**config.mk**
```make
export PLATFORM = sky130hd
export DESIGN_NAME = letc_fpga_rst_ctrl
export DESIGN_NICKNAME = d
export VERILOG_FILES = /design/src/rtl/letc_rst_pkg.sv /design/src/rtl/letc_rst_debounce.sv /design/src/rtl/letc_fpga_rst_ctrl.sv
export SDC_FILE = /design/constraint.sdc
export NUM_CORES = 1
export LEC_CHECK = 0
export CORE_ASPECT_RATIO = 0.75
export CORE_UTILIZATION = 35
export DETAILED_ROUTE_END_ITERATION = 7
export DONT_BUFFER_PORTS = 1
export PLACE_DENSITY = 0.5
export SYNTH_ARGS = -nofsm -noshare
export SYNTH_HDL_FRONTEND = slang
export SYNTH_SLANG_ARGS = --single-unit
```
**constraint.sdc**
```tcl
create_clock -name clk -period 2.7 [get_ports clk]
set_clock_uncertainty 0.05 [all_clocks]
set_input_delay 0.54 -clock clk [delete_from_list [all_inputs] [get_ports clk]]
set_output_delay 0.54 -clock clk [all_outputs]
set_load 0.02 [all_outputs]
```
**src/rtl/letc_rst_pkg.sv**
```systemverilog
// Shared types and helpers for the LETC FPGA reset controller.
// Holds the controller state encoding and reset-cause bit positions.
package letc_rst_pkg;

    typedef enum logic [1:0] {
        ASSERT  = 2'd0,
        HOLD    = 2'd1,
        RELEASE = 2'd2,
        RUN     = 2'd3
    } rst_state_e;

    // Bit positions in the sticky cause vector; source i sits at CAUSE_SRC0+i.
    localparam int CAUSE_POR  = 0;
    localparam int CAUSE_SRC0 = 1;

    // Software-request cause bit sits just above the last source bit.
    function automatic int cause_sw_bit(input int num_src);
        return num_src + 1;
    endfunction

    function automatic int max3(input int a, input int b, input int c);
        int m;
        m = (a > b) ? a : b;
        return (m > c) ? m : c;
    endfunction

endpackage

```
**src/rtl/letc_rst_debounce.sv**
```systemverilog
// Synchroniser plus release debouncer for one async active-low reset source.
// Assertion passes straight through; release needs a run of clean samples.
module letc_rst_debounce
    import letc_rst_pkg::*;
#(
    parameter int SYNC_STAGES     = 2,
    parameter int DEBOUNCE_CYCLES = 1000,
    parameter int CNT_W           = 10
) (
    input  logic clk,
    input  logic rst_n,
    input  logic src_rst_n_i,
    output logic asserted_o
);

    localparam logic [CNT_W-1:0] DEB_LAST = CNT_W'(DEBOUNCE_CYCLES - 1);

    logic [SYNC_STAGES-1:0] sync_q;
    logic [CNT_W-1:0]       cnt_q;
    logic                   released_q;
    logic                   synced;

    assign synced = sync_q[SYNC_STAGES-1];

    // Multi-flop synchroniser; resets to the asserted level.
    always_ff @(posedge clk or negedge rst_n) begin
        if (!rst_n) begin
            sync_q <= '0;
        end else begin
            sync_q <= {sync_q[SYNC_STAGES-2:0], src_rst_n_i};
        end
    end

    // Count consecutive high samples; any low sample restarts the count.
    always_ff @(posedge clk or negedge rst_n) begin
        if (!rst_n) begin
            cnt_q      <= '0;
            released_q <= 1'b0;
        end else if (!synced) begin
            cnt_q      <= '0;
            released_q <= 1'b0;
        end else if (!released_q) begin
            if (cnt_q == DEB_LAST) begin
                cnt_q      <= '0;
                released_q <= 1'b1;
            end else begin
                cnt_q <= cnt_q + CNT_W'(1);
            end
        end
    end

    // A low synced sample counts as asserted without waiting for the counter.
    assign asserted_o = !synced || !released_q;

endmodule

```
**src/rtl/letc_fpga_rst_ctrl.sv**
```systemverilog
// Board-level reset controller: debounced sources, hold time, staged release.
// Optional run heartbeat on heartbeat_o when LETC_RST_HEARTBEAT_EN is defined.
module letc_fpga_rst_ctrl
    import letc_rst_pkg::*;
#(
    parameter int NUM_SRC         = 2,
    parameter int NUM_DOM         = 2,
    parameter int SYNC_STAGES     = 2,
    parameter int DEBOUNCE_CYCLES = 1000,
    parameter int HOLD_CYCLES     = 16,
    parameter int STAGE_GAP       = 4,
    parameter int HEARTBEAT_DIV   = 2**24
) (
    input  logic               clk,
    input  logic               rst_n,
    input  logic [NUM_SRC-1:0] src_rst_n_i,
    input  logic               sw_rst_req_i,
    output logic [NUM_DOM-1:0] dom_rst_n_o,
    output logic               all_released_o,
    output logic [NUM_SRC+1:0] rst_cause_o,
    output logic               heartbeat_o
);

    localparam int CNT_W   = $clog2(max3(DEBOUNCE_CYCLES, HOLD_CYCLES, STAGE_GAP) + 1);
    localparam int CAUSE_W = NUM_SRC + 2;
    localparam int CAUSE_SW = cause_sw_bit(NUM_SRC);

    localparam logic [CNT_W-1:0]   HOLD_LAST = CNT_W'(HOLD_CYCLES - 1);
    localparam logic [CNT_W-1:0]   GAP_LAST  = CNT_W'(STAGE_GAP - 1);
    localparam logic [NUM_DOM-1:0] DOM_FIRST = NUM_DOM'(1);
    localparam logic [CAUSE_W-1:0] CAUSE_RST = CAUSE_W'(1) << CAUSE_POR;

    if (NUM_SRC < 1) begin : g_bad_src
        $error("letc_fpga_rst_ctrl: NUM_SRC must be >= 1");
    end
    if (NUM_DOM < 1) begin : g_bad_dom
        $error("letc_fpga_rst_ctrl: NUM_DOM must be >= 1");
    end
    if (SYNC_STAGES < 2) begin : g_bad_sync
        $error("letc_fpga_rst_ctrl: SYNC_STAGES must be >= 2");
    end
    if (DEBOUNCE_CYCLES < 1) begin : g_bad_deb
        $error("letc_fpga_rst_ctrl: DEBOUNCE_CYCLES must be >= 1");
    end
    if (HOLD_CYCLES < 1) begin : g_bad_hold
        $error("letc_fpga_rst_ctrl: HOLD_CYCLES must be >= 1");
    end
    if (STAGE_GAP < 1) begin : g_bad_gap
        $error("letc_fpga_rst_ctrl: STAGE_GAP must be >= 1");
    end
    if (HEARTBEAT_DIV < 1) begin : g_bad_hb
        $error("letc_fpga_rst_ctrl: HEARTBEAT_DIV must be >= 1");
    end

    logic [NUM_SRC-1:0] src_act;
    logic               any_rst;
    logic [CAUSE_W-1:0] cause_vec;

    rst_state_e         state_q, state_d;
    logic [CNT_W-1:0]   cnt_q, cnt_d;
    logic [NUM_DOM-1:0] dom_q, dom_d;
    logic               rel_q, rel_d;
    logic [CAUSE_W-1:0] cause_q, cause_d;

    for (genvar i = 0; i < NUM_SRC; i++) begin : g_src
        letc_rst_debounce #(
            .SYNC_STAGES     (SYNC_STAGES),
            .DEBOUNCE_CYCLES (DEBOUNCE_CYCLES),
            .CNT_W           (CNT_W)
        ) u_deb (
            .clk         (clk),
            .rst_n       (rst_n),
            .src_rst_n_i (src_rst_n_i[i]),
            .asserted_o  (src_act[i])
        );
    end

    assign any_rst = (|src_act) || sw_rst_req_i;

    // Snapshot of which requesters are active this cycle.
    always_comb begin
        cause_vec = '0;
        cause_vec[CAUSE_SW] = sw_rst_req_i;
        for (int i = 0; i < NUM_SRC; i++) begin
            cause_vec[CAUSE_SRC0 + i] = src_act[i];
        end
    end

    // State, counter and registered outputs.
    always_ff @(posedge clk or negedge rst_n) begin
        if (!rst_n) begin
            state_q <= ASSERT;
            cnt_q   <= '0;
            dom_q   <= '0;
            rel_q   <= 1'b0;
            cause_q <= CAUSE_RST;
        end else begin
            state_q <= state_d;
            cnt_q   <= cnt_d;
            dom_q   <= dom_d;
            rel_q   <= rel_d;
            cause_q <= cause_d;
        end
    end

    // Sequencing: hold, then release domains one by one, lowest index first.
    always_comb begin
        state_d = state_q;
        cnt_d   = cnt_q;
        dom_d   = dom_q;
        rel_d   = 1'b0;
        cause_d = cause_q;
        unique case (state_q)
            ASSERT: begin
                cnt_d = '0;
                dom_d = '0;
                if (!any_rst) begin
                    state_d = HOLD;
                end
            end
            HOLD: begin
                if (cnt_q == HOLD_LAST) begin
                    cnt_d = '0;
                    dom_d = DOM_FIRST;
                    if (NUM_DOM == 1) begin
                        state_d = RUN;
                        rel_d   = 1'b1;
                    end else begin
                        state_d = RELEASE;
                    end
                end else begin
                    cnt_d = cnt_q + CNT_W'(1);
                end
            end
            RELEASE: begin
                if (cnt_q == GAP_LAST) begin
                    cnt_d = '0;
                    dom_d = (dom_q << 1) | DOM_FIRST;
                    if (&dom_d) begin
                        state_d = RUN;
                        rel_d   = 1'b1;
                    end
                end else begin
                    cnt_d = cnt_q + CNT_W'(1);
                end
            end
            RUN: begin
                rel_d = 1'b1;
            end
        endcase
        // A new reset request overrides any progress and records its cause.
        if (state_q != ASSERT && any_rst) begin
            state_d = ASSERT;
            cnt_d   = '0;
            dom_d   = '0;
            rel_d   = 1'b0;
            cause_d = cause_vec;
        end
    end

    assign dom_rst_n_o    = dom_q;
    assign all_released_o = rel_q;
    assign rst_cause_o    = cause_q;

`ifdef LETC_RST_HEARTBEAT_EN
    localparam int HB_W = $clog2(HEARTBEAT_DIV + 1);
    localparam logic [HB_W-1:0] HB_LAST = HB_W'(HEARTBEAT_DIV - 1);

    logic [HB_W-1:0] hb_cnt_q;
    logic            hb_q;

    // Free-running toggle while in RUN; cleared whenever RUN is left.
    always_ff @(posedge clk or negedge rst_n) begin
        if (!rst_n) begin
            hb_cnt_q <= '0;
            hb_q     <= 1'b0;
        end else if (state_q != RUN) begin
            hb_cnt_q <= '0;
            hb_q     <= 1'b0;
        end else if (hb_cnt_q == HB_LAST) begin
            hb_cnt_q <= '0;
            hb_q     <= ~hb_q;
        end else begin
            hb_cnt_q <= hb_cnt_q + HB_W'(1);
        end
    end

    assign heartbeat_o = hb_q && (state_q == RUN);
`else
    assign heartbeat_o = 1'b0;
`endif

endmodule

```
==> results.cfg <==
[yosys]
synthFlopType = dfrtp_1
synthArstFlopShare_pct = 100.0
yosys_warnings = 0
yosysUniqueCellTypes = 57
synth_edf_count = 0
syn_area_sq_um = 2434
yosysTopAreaCell = dfrtp_1
syn_avg_cell_area_sq_um = 9.543
synth_fp_nets = 267
synth_top_area_share_pct = 45.24
ys_top_cells_by_area = dfrtp_1, nand2_1, nor2_1
ys_seq_area_share_pct = 46.32
synth_cells = 255
synth_seq_cells = 45

[place]
port_buffers = 0
dpl.hpwl_microns = 3782
gp_congestion = 0.7657

[route]
dr.first_iter.drc_count = 115
wl_per_cell_microns = 15.56
post_drt_via_cell_ratio = 5.415
drcViolationCount = 0
via_count = 1890
antenna_left = 0
totalWireLength_microns = 5430
dr.pass1.iters = 4

[timing]
max_freq_ghz = 0.4378
min_period_ns = 2.284
max_slew_margin_pct = 52.17
slew_viol_final = 0
rsz0062_at_grt = false
worst_hold_slack_ns = 0.02678
finalHoldViolations = 0
finalSetupViolCount = 0
setup_tns_ns = 0
period_share_pct = 84.59
worst_slew_pin_slew_ns = 0.7150

[final_layout]
final_core_util_pct = 41.88
layout-drive-gt1-share_pct = 11.57
layout.nets = 279
syn_to_final_growth_pct = 11.98
diodes = 0

[critical_path]
ff2ff_path_depth = 6
cp-start-kind = flip-flop
path_cells = nor4_4 > nand2_2 > o41ai_4 > buf_4 > a21oi_1 > a21o_1
cpPeakStageDelay_ns = 0.67
cp_max_fo = 12
worstSetupEndpointType = flip-flop
path_class = reg2reg
slowest_stage = o41ai_4
r2r_start = cnt_q[6]
critPathArrivalTime_ns = 2.43
r2r_slack_ns = 0.42
r2r-end = cnt_q[9]
cp_data_required_time_ns = 2.85

[cts]
root_buffer = clkbuf_8
insertion_delay_ns = 0.30
cts.clk_slew.worst_paths_ns = 0.09
cts_inserted_buffers = 5
cts_tree = done
htreeDepth = 2
clk_path_buf_depth = 2
cts_sinks = 45
post_cts_resized = 0

[global_route]
overflow = 0
grt_pass1_vias = 1774
antenna_found_initial = 0
gr-usage-all-layers_pct = 16.31
grt_start_max_net_pins = 45
grt_pass1_wl_microns = 9218

[floorplan]
die_h_microns = 74.22
io_pins = 13
die_w_microns = 98.29
rows = 25
core_area_sq_um = 6506
die-area_sq_um = 7294
start_util_pct = 37.40

[power]
total_power_w = 0.001297
powerDensity_nw_per_um2 = 476.1
irDropWorstVdd_v = 0.0002149
leakagePower_nw = 1.150

[run_status]
outcome = finished, final reports clean

[min_path]
min_path_type = in2async

[job]
cap_violations = 0
## state kept, by name, indices dropped and copies added (netlist names)
register and cells:
state_q 2, all_released_o 1, g_src.u_deb.sync_q 4, g_src.u_deb.released_q 2, rst_cause_o 4, g_src.u_deb.cnt_q 20, cnt_q 10, dom_rst_n_o 2
## worst max-delay path: cells and delay by family (launching register included)
family	cells	cell delay [ns]
AND/OR/NAND/NOR	2	0.48
AO/OA/AOI/OAI	3	0.87
buffers and inverters	1	0.29
flip-flops	1	0.48
## routing by layer
metal / GRT usage [%] / up-vias / part of all wire, %
met3: 3.759 / 2 / 5.9
met2: 22.38 / 37 / 37
met5: 0 / - / 0
met4: 4.312 / 0 / 0.50
met1: 25.37 / 882 / 57
li1: - / 969 / -
## metrics by stage
stage               setup slack, ns  std cells  instance area, sq um
floorplan                    0.7612        255                  2434
global placement             0.4805        339                  2567
detailed placement           0.4280        339                  2567
CTS                          0.4243        348                  2715
global route                 0.2526        349                  2725
finish                       0.4160        349                  2725
## area by class of cell
| type | count | area [sq um] |
|---|---|---|
| multi-input combinational | 194 | 1234 |
| fill | 646 | 3781 |
| clock inverter | 2 | 37.54 |
| clock buffer | 6 | 82.58 |
| tap | 81 | 101.3 |
| inverter | 10 | 37.54 |
| timing repair buffer | 11 | 105.1 |
| sequential | 45 | 1127 |
## report_power, final
group	leakage, nW	total [W]	internal, W	switching (W)
Combinational	0.495	0.0000541	0.0000234	0.0000307
Clock	0.0574	0.000541	0.000301	0.000240
Sequential	0.598	0.000702	0.000687	0.0000153
## placed cells by master (no fill, tap or decap), types with 4 or more instances in the layout
cell type / count
dfrtp_1: 44
inv_1: 10
a21oi_1: 11
nor2_1: 25
nand3_1: 8
and2_1: 8
o21ai_0: 16
buf_4: 9
a31oi_1: 9
a41oi_1: 5
nor3_1: 6
o31ai_1: 4
nand2_1: 31
a22o_1: 4
and3_1: 4
ha_1: 7
clkbuf_8: 6
xnor2_1: 4
## Yosys cell counts, drive strengths merged, types with 3 or more instances
library cell,instances
and3,5
nand2,32
nor3,6
a22o,4
a41oi,5
o31ai,4
nand4,3
a31oi,10
a21oi,11
a21o,3
buf,3
o21ai,17
and2,9
o41ai,4
ha,7
nand3,8
nor2b,3
xnor2,4
inv,10
nor2,25
dfrtp,44
nand2b,3
clkbuf,3
## kinds of logic (layout without fill, tap and decap cells)
family	count (synthesis)	after routing	share of synthesized area, %
AO/OA/AOI/OAI	78	78	23.75
adder cells (fa/ha/maj)	7	7	3.599
buffers and inverters	16	29	2.982
AND/OR/NAND/NOR	101	101	20.46
multiplexers	2	2	0.9254
flip-flops	45	45	46.32
XOR/XNOR	5	5	1.799
other	1	1	0.1541
## what timing repair did
item / CTS / global route
hold buffers: 1 / 1
setup buffers: 0 / 0
endpoints found under the hold margin: 44 / 1
## how the worst max path moves through the flow
stage	endpoint	cells after the start	slack (ns)	startpoint
after floorplan	state_q[0]	7	0.76	state_q[0]
after global placement	cnt_q[7]	6	0.48	cnt_q[6]
after detailed placement	cnt_q[9]	6	0.43	cnt_q[6]
after CTS	cnt_q[9]	6	0.42	cnt_q[6]
after global routing	dom_rst_n_o[0]	5	0.25	cnt_q[6]
final	cnt_q[9]	6	0.42	cnt_q[6]
No activity file was read; power rests on OpenSTA's default activity.
